--- config.mk ---
export PLATFORM = sky130hd
export DESIGN_NAME = sub_64bit_seq_flat
export DESIGN_NICKNAME = d
export VERILOG_FILES = /design/src/rtl/sub_64bit_seq_if.sv /design/src/rtl/sub_64bit_seq.sv /design/src/flat_wrapper.sv
export SDC_FILE = /design/constraint.sdc
export NUM_CORES = 1
export LEC_CHECK = 0
export ABC_AREA = 1
export BUFFER_PORTS_ARGS = -buffer_cell sky130_fd_sc_hd__buf_2
export CORE_MARGIN = 2
export CORE_UTILIZATION = 35
export DETAILED_ROUTE_END_ITERATION = 7
export PLACE_DENSITY = 0.52
export SYNTH_ARGS = -nofsm -noshare
export SYNTH_HDL_FRONTEND = slang
export SYNTH_SLANG_ARGS = --single-unit
export TNS_END_PERCENT = 5
--- constraint.sdc ---
create_clock -name clk -period 17.7 [get_ports clk]
set_input_delay 3.54 -clock clk [delete_from_list [all_inputs] [get_ports clk]]
set_output_delay 3.54 -clock clk [all_outputs]
set_load 0.005 [all_outputs]
--- src/rtl/sub_64bit_seq_if.sv ---
// Operand/result handshake bundle for sub_64bit_seq.
// The ovf signal exists only when SUB64_OVF_EN is defined.
interface sub_64bit_seq_if #(
    parameter int unsigned DATA_W = 64
);
    logic [DATA_W-1:0] din1;
    logic [DATA_W-1:0] din2;
    logic              bin;
    logic              in_valid;
    logic              in_ready;
    logic [DATA_W-1:0] dout;
    logic              bout;
    logic              out_valid;
    logic              out_ready;
`ifdef SUB64_OVF_EN
    logic              ovf;

    modport master (
        output din1, din2, bin, in_valid, out_ready,
        input  in_ready, dout, bout, out_valid, ovf
    );
    modport slave (
        input  din1, din2, bin, in_valid, out_ready,
        output in_ready, dout, bout, out_valid, ovf
    );
`else
    modport master (
        output din1, din2, bin, in_valid, out_ready,
        input  in_ready, dout, bout, out_valid
    );
    modport slave (
        input  din1, din2, bin, in_valid, out_ready,
        output in_ready, dout, bout, out_valid
    );
`endif
endinterface

--- src/rtl/sub_64bit_seq.sv ---
// Multi-cycle subtractor: dout = din1 - din2 - bin, CHUNK_W bits per cycle with a rippled borrow.
// Define SUB64_OVF_EN to add the signed-overflow output ovf.
module sub_64bit_seq #(
    parameter int unsigned DATA_W  = 64,
    parameter int unsigned CHUNK_W = 16
) (
    input  logic            clk,
    input  logic            rst,
    sub_64bit_seq_if.slave  bus
);
    localparam int unsigned NCHUNK = DATA_W / CHUNK_W;
    localparam int unsigned CNT_W  = (NCHUNK > 1) ? $clog2(NCHUNK) : 1;
    localparam int unsigned MSB    = DATA_W - 1;

    typedef enum logic [1:0] {
        IDLE = 2'd0,
        BUSY = 2'd1,
        DONE = 2'd2
    } state_e;

    state_e            state_q, state_d;
    logic [DATA_W-1:0] a_q, a_d;
    logic [DATA_W-1:0] b_q, b_d;
    logic [DATA_W-1:0] dout_q, dout_d;
    logic [CNT_W-1:0]  cnt_q, cnt_d;
    logic              borrow_q, borrow_d;
    logic              bout_q, bout_d;
    logic              in_ready_q, in_ready_d;
    logic              out_valid_q, out_valid_d;
`ifdef SUB64_OVF_EN
    logic              ovf_q, ovf_d;
`endif

    logic [CHUNK_W-1:0] a_chunk;
    logic [CHUNK_W-1:0] b_chunk;
    logic [CHUNK_W:0]   diff;
    logic               last;

    // Current chunk slice and its (CHUNK_W+1)-bit difference; the top bit is the borrow.
    always_comb begin
        a_chunk = '0;
        b_chunk = '0;
        for (int unsigned i = 0; i < NCHUNK; i++) begin
            if (cnt_q == CNT_W'(i)) begin
                a_chunk = a_q[i*CHUNK_W +: CHUNK_W];
                b_chunk = b_q[i*CHUNK_W +: CHUNK_W];
            end
        end
        diff = {1'b0, a_chunk} - {1'b0, b_chunk} - {{CHUNK_W{1'b0}}, borrow_q};
        last = (cnt_q == CNT_W'(NCHUNK - 1));
    end

    always_comb begin
        state_d     = state_q;
        a_d         = a_q;
        b_d         = b_q;
        dout_d      = dout_q;
        cnt_d       = cnt_q;
        borrow_d    = borrow_q;
        bout_d      = bout_q;
        in_ready_d  = in_ready_q;
        out_valid_d = out_valid_q;
`ifdef SUB64_OVF_EN
        ovf_d       = ovf_q;
`endif
        case (state_q)
            IDLE: begin
                if (bus.in_valid) begin
                    a_d        = bus.din1;
                    b_d        = bus.din2;
                    borrow_d   = bus.bin;
                    cnt_d      = '0;
                    in_ready_d = 1'b0;
                    state_d    = BUSY;
                end
            end
            BUSY: begin
                for (int unsigned i = 0; i < NCHUNK; i++) begin
                    if (cnt_q == CNT_W'(i)) begin
                        dout_d[i*CHUNK_W +: CHUNK_W] = diff[CHUNK_W-1:0];
                    end
                end
                borrow_d = diff[CHUNK_W];
                cnt_d    = cnt_q + CNT_W'(1);
                if (last) begin
                    bout_d      = diff[CHUNK_W];
`ifdef SUB64_OVF_EN
                    // Top chunk's MSB is the final result MSB, so ovf includes bin.
                    ovf_d       = (a_q[MSB] != b_q[MSB]) & (diff[CHUNK_W-1] != a_q[MSB]);
`endif
                    out_valid_d = 1'b1;
                    state_d     = DONE;
                end
            end
            DONE: begin
                if (bus.out_ready) begin
                    out_valid_d = 1'b0;
                    in_ready_d  = 1'b1;
                    state_d     = IDLE;
                end
            end
            default: begin
                state_d = IDLE;
            end
        endcase
    end

    always_ff @(posedge clk or posedge rst) begin
        if (rst) begin
            state_q     <= IDLE;
            a_q         <= '0;
            b_q         <= '0;
            dout_q      <= '0;
            cnt_q       <= '0;
            borrow_q    <= 1'b0;
            bout_q      <= 1'b0;
            in_ready_q  <= 1'b1;
            out_valid_q <= 1'b0;
`ifdef SUB64_OVF_EN
            ovf_q       <= 1'b0;
`endif
        end else begin
            state_q     <= state_d;
            a_q         <= a_d;
            b_q         <= b_d;
            dout_q      <= dout_d;
            cnt_q       <= cnt_d;
            borrow_q    <= borrow_d;
            bout_q      <= bout_d;
            in_ready_q  <= in_ready_d;
            out_valid_q <= out_valid_d;
`ifdef SUB64_OVF_EN
            ovf_q       <= ovf_d;
`endif
        end
    end

    assign bus.in_ready  = in_ready_q;
    assign bus.out_valid = out_valid_q;
    assign bus.dout      = dout_q;
    assign bus.bout      = bout_q;
`ifdef SUB64_OVF_EN
    assign bus.ovf       = ovf_q;
`endif

endmodule

--- src/flat_wrapper.sv ---
// flat-port wrapper written by rule: the top's interface ports become plain ports
module sub_64bit_seq_flat 
#(
    parameter int unsigned DATA_W  = 64,
    parameter int unsigned CHUNK_W = 16
)
  (clk, rst, bus_din1, bus_din2, bus_bin, bus_in_valid, bus_out_ready, bus_in_ready, bus_dout, bus_bout, bus_out_valid);
  sub_64bit_seq_if #(.DATA_W(DATA_W)) bus_i ();
  input  logic clk;
  input  logic rst;
  input wire logic [$bits(bus_i.din1)-1:0] bus_din1;
  input wire logic [$bits(bus_i.din2)-1:0] bus_din2;
  input wire logic [$bits(bus_i.bin)-1:0] bus_bin;
  input wire logic [$bits(bus_i.in_valid)-1:0] bus_in_valid;
  input wire logic [$bits(bus_i.out_ready)-1:0] bus_out_ready;
  output wire logic [$bits(bus_i.in_ready)-1:0] bus_in_ready;
  output wire logic [$bits(bus_i.dout)-1:0] bus_dout;
  output wire logic [$bits(bus_i.bout)-1:0] bus_bout;
  output wire logic [$bits(bus_i.out_valid)-1:0] bus_out_valid;
  assign bus_i.din1 = bus_din1;
  assign bus_i.din2 = bus_din2;
  assign bus_i.bin = bus_bin;
  assign bus_i.in_valid = bus_in_valid;
  assign bus_i.out_ready = bus_out_ready;
  assign bus_in_ready = bus_i.in_ready;
  assign bus_dout = bus_i.dout;
  assign bus_bout = bus_i.bout;
  assign bus_out_valid = bus_i.out_valid;
  sub_64bit_seq #(.DATA_W(DATA_W), .CHUNK_W(CHUNK_W)) u_core (.clk(clk), .rst(rst), .bus(bus_i));
endmodule
==> run summary <==
total global routing overflow = 0
met2 usage = 29.9%
fraction of registers with async set/reset = 100%
Setup Buffers After CTS = 0
Remaining DRCs = 0
outcome = complete, no violations
Layout area overhead = 19.8%
die width = 168 um
Max Freq = 207 MHz
Worst Setup End Kind = flip-flop
Setup Viol. Count Final = 0
IO Pins = 200
detailed router's first-iteration violation count = 825
number of flops mapped to enable cells by yosys = 0
Total GRT Usage = 19.8%
n_diodes = 0
largest net degree at the start of global routing = 133
Crit path required time = 17.96 ns
Post-Syn Area = 9420 um2
final worst path period need = 4.84 ns
row count = 60
CP startpoint kind = input pin
share of cells above drive strength 1 = 19.9%
Worst Tran Pin Value = 1.17 ns
HP Class = reg -> reg
Pre-antenna DRT Iters = 5
Synth warnings = 0
clk_skew = 0.0130 ns
CTS tree = yes
Nets = 1470
ys flop type = dfrtp_1
commonest non-fill, non-tap cell in the layout = nand2_1
CTS Buf Count = 17
Final Slew Violations = 0
cts repair resizes = 0
Seq/Total Area, Yosys = 53.2%
crit path max fanout = 116
initial antenna violation count = 0
via density per instance = 4.88
biggest area consumer among synthesized cells = dfrtp_1
count of input and output buffers = 199
most frequent cells in the layout = nand2_1, buf_2, dfrtp_1
global route hottest layer = met2
core region area = 26700 um2
Worst EP arrival = 5.11 ns
setup TNS = 0 ns
Cell variety after synth = 38
met1 GRT Util = 29.6%
ANT nets after route = 0
Yosys reg bits = 200
clk root buf = clkbuf_16
Clk pin slew, worst setup/hold paths = 0.07 ns
vias in the first global route = 7931
RSZ-0062 raised after global routing = no
syn_area_per_cell = 8.31 um2
first-pass GRT wire length = 43400 um
Hold-fix buffers, CTS = 0
drt total wl = 27300 um
fin crit share = 27.3%
H-tree depth = 4
Routed WL per cell = 16.5 um
Die ar. = 28200 um2
max_cap viols = 0
Rel. slew slack = 22.0%
met3 Resource Use GR = 3.31%
Initial Utilization = 35.3%
Die H = 168 um
critical path class = in -> reg
Final Hold Vio Count = 0
DR vias = 8087
Cells after Synth = 1133
gp weighted congestion = 0.840
Synth area leaders = dfrtp_1, nand2_1, o21ai_0, ha_1, inv_1
fillers = 2808
hpwl dp = 19100 um
latest clock arrival within the worst-skew pair = 0.43 ns
clock sink total = 200
post-synth top area share = 52.9%
synthesized net count = 1300
Clock Path Buffers = 2
cells in the mapped netlist, types with 13 or more instances:
master and instances:
ha_1 32, a21oi_1 31, inv_1 68, nor2_1 18
nand3_1 30, clkbuf_1 37, a221oi_1 14, nand2_1 495
a22oi_1 17, o21ai_0 91, buf_2 15, o22ai_1 13
o21ai_1 19, dfrtp_1 199
through the flow:
step	area (um2)	hold slack [ns]	setup slack (ns)	instances	utilization, %
floorplan	9420	0.444	8.71	1133	-
global placement	10700	0.449	12.37	1625	40.1
detailed placement	10700	0.460	12.36	1625	40.1
CTS	11300	0.478	12.83	1656	42.3
global route	11300	0.496	12.62	1656	42.3
finish	11300	0.473	12.86	1656	42.3
worst paths after layout:
check                                     from              endpoint  slack [ns]  depth (start not counted)
setup reg to reg               u_core.cnt_q[0]   u_core.bus.dout[14]       13.36                         16
max in group asynchronous                  rst  u_core.bus.out_valid       12.92                          3
hold / removal             u_core.bus.dout[50]   u_core.bus.dout[50]        0.47                          2
setup / recovery                  bus_in_valid        u_core.b_q[48]       12.86                          5
min in group asynchronous                  rst        u_core.b_q[58]        3.31                          2
hold reg to reg            u_core.bus.dout[50]   u_core.bus.dout[50]        0.47                          2
layout make-up:
| class | count | area, um2 | share of cell area (%) |
|---|---|---|---|
| clock inverter | 11 | 138 | 1.22 |
| sequential | 200 | 5010 | 44.4 |
| tap | 341 | 427 | 3.78 |
| timing repair buffer | 206 | 1050 | 9.30 |
| inverter | 73 | 284 | 2.52 |
| clock buffer | 20 | 457 | 4.05 |
| multi-input combinational | 805 | 3920 | 34.7 |
layer usage:
layer  up-vias  share of wire (%)
met4         0                1.6
li1       3994                  -
met1      3864                 50
met3        20                4.5
met5         -                  0
met2       209                 44
kinds of logic (layout without fill, tap and decap cells):
logic type	after synthesis	in the layout	synth area share, %
buffers and inverters	128	310	5.34
adder cells (fa/ha/maj)	34	34	4.68
XOR/XNOR	7	7	0.810
flip-flops	200	200	53.2
AND/OR/NAND/NOR	562	562	23.6
AO/OA/AOI/OAI	202	202	12.4
flip-flops by register name (all words and copies together) (netlist names):
signal	flops
u_core.state_q	2
u_core.bus.dout	64
u_core.b_q	64
u_core.a_q	64
u_core.cnt_q	2
u_core.bus.in_ready	1
u_core.borrow_q	1
u_core.bus.out_valid	1
u_core.bus.bout	1
worst max-delay path, cell delays in order:
cell,delay (ns)
buf_2,0.10
nand2_4,0.06
inv_4,0.26
buf_4,0.87
o21ai_0,0.18
Power is not shown: default switching activity piles up to over one toggle a cycle in this logic, so the estimate is an artifact.
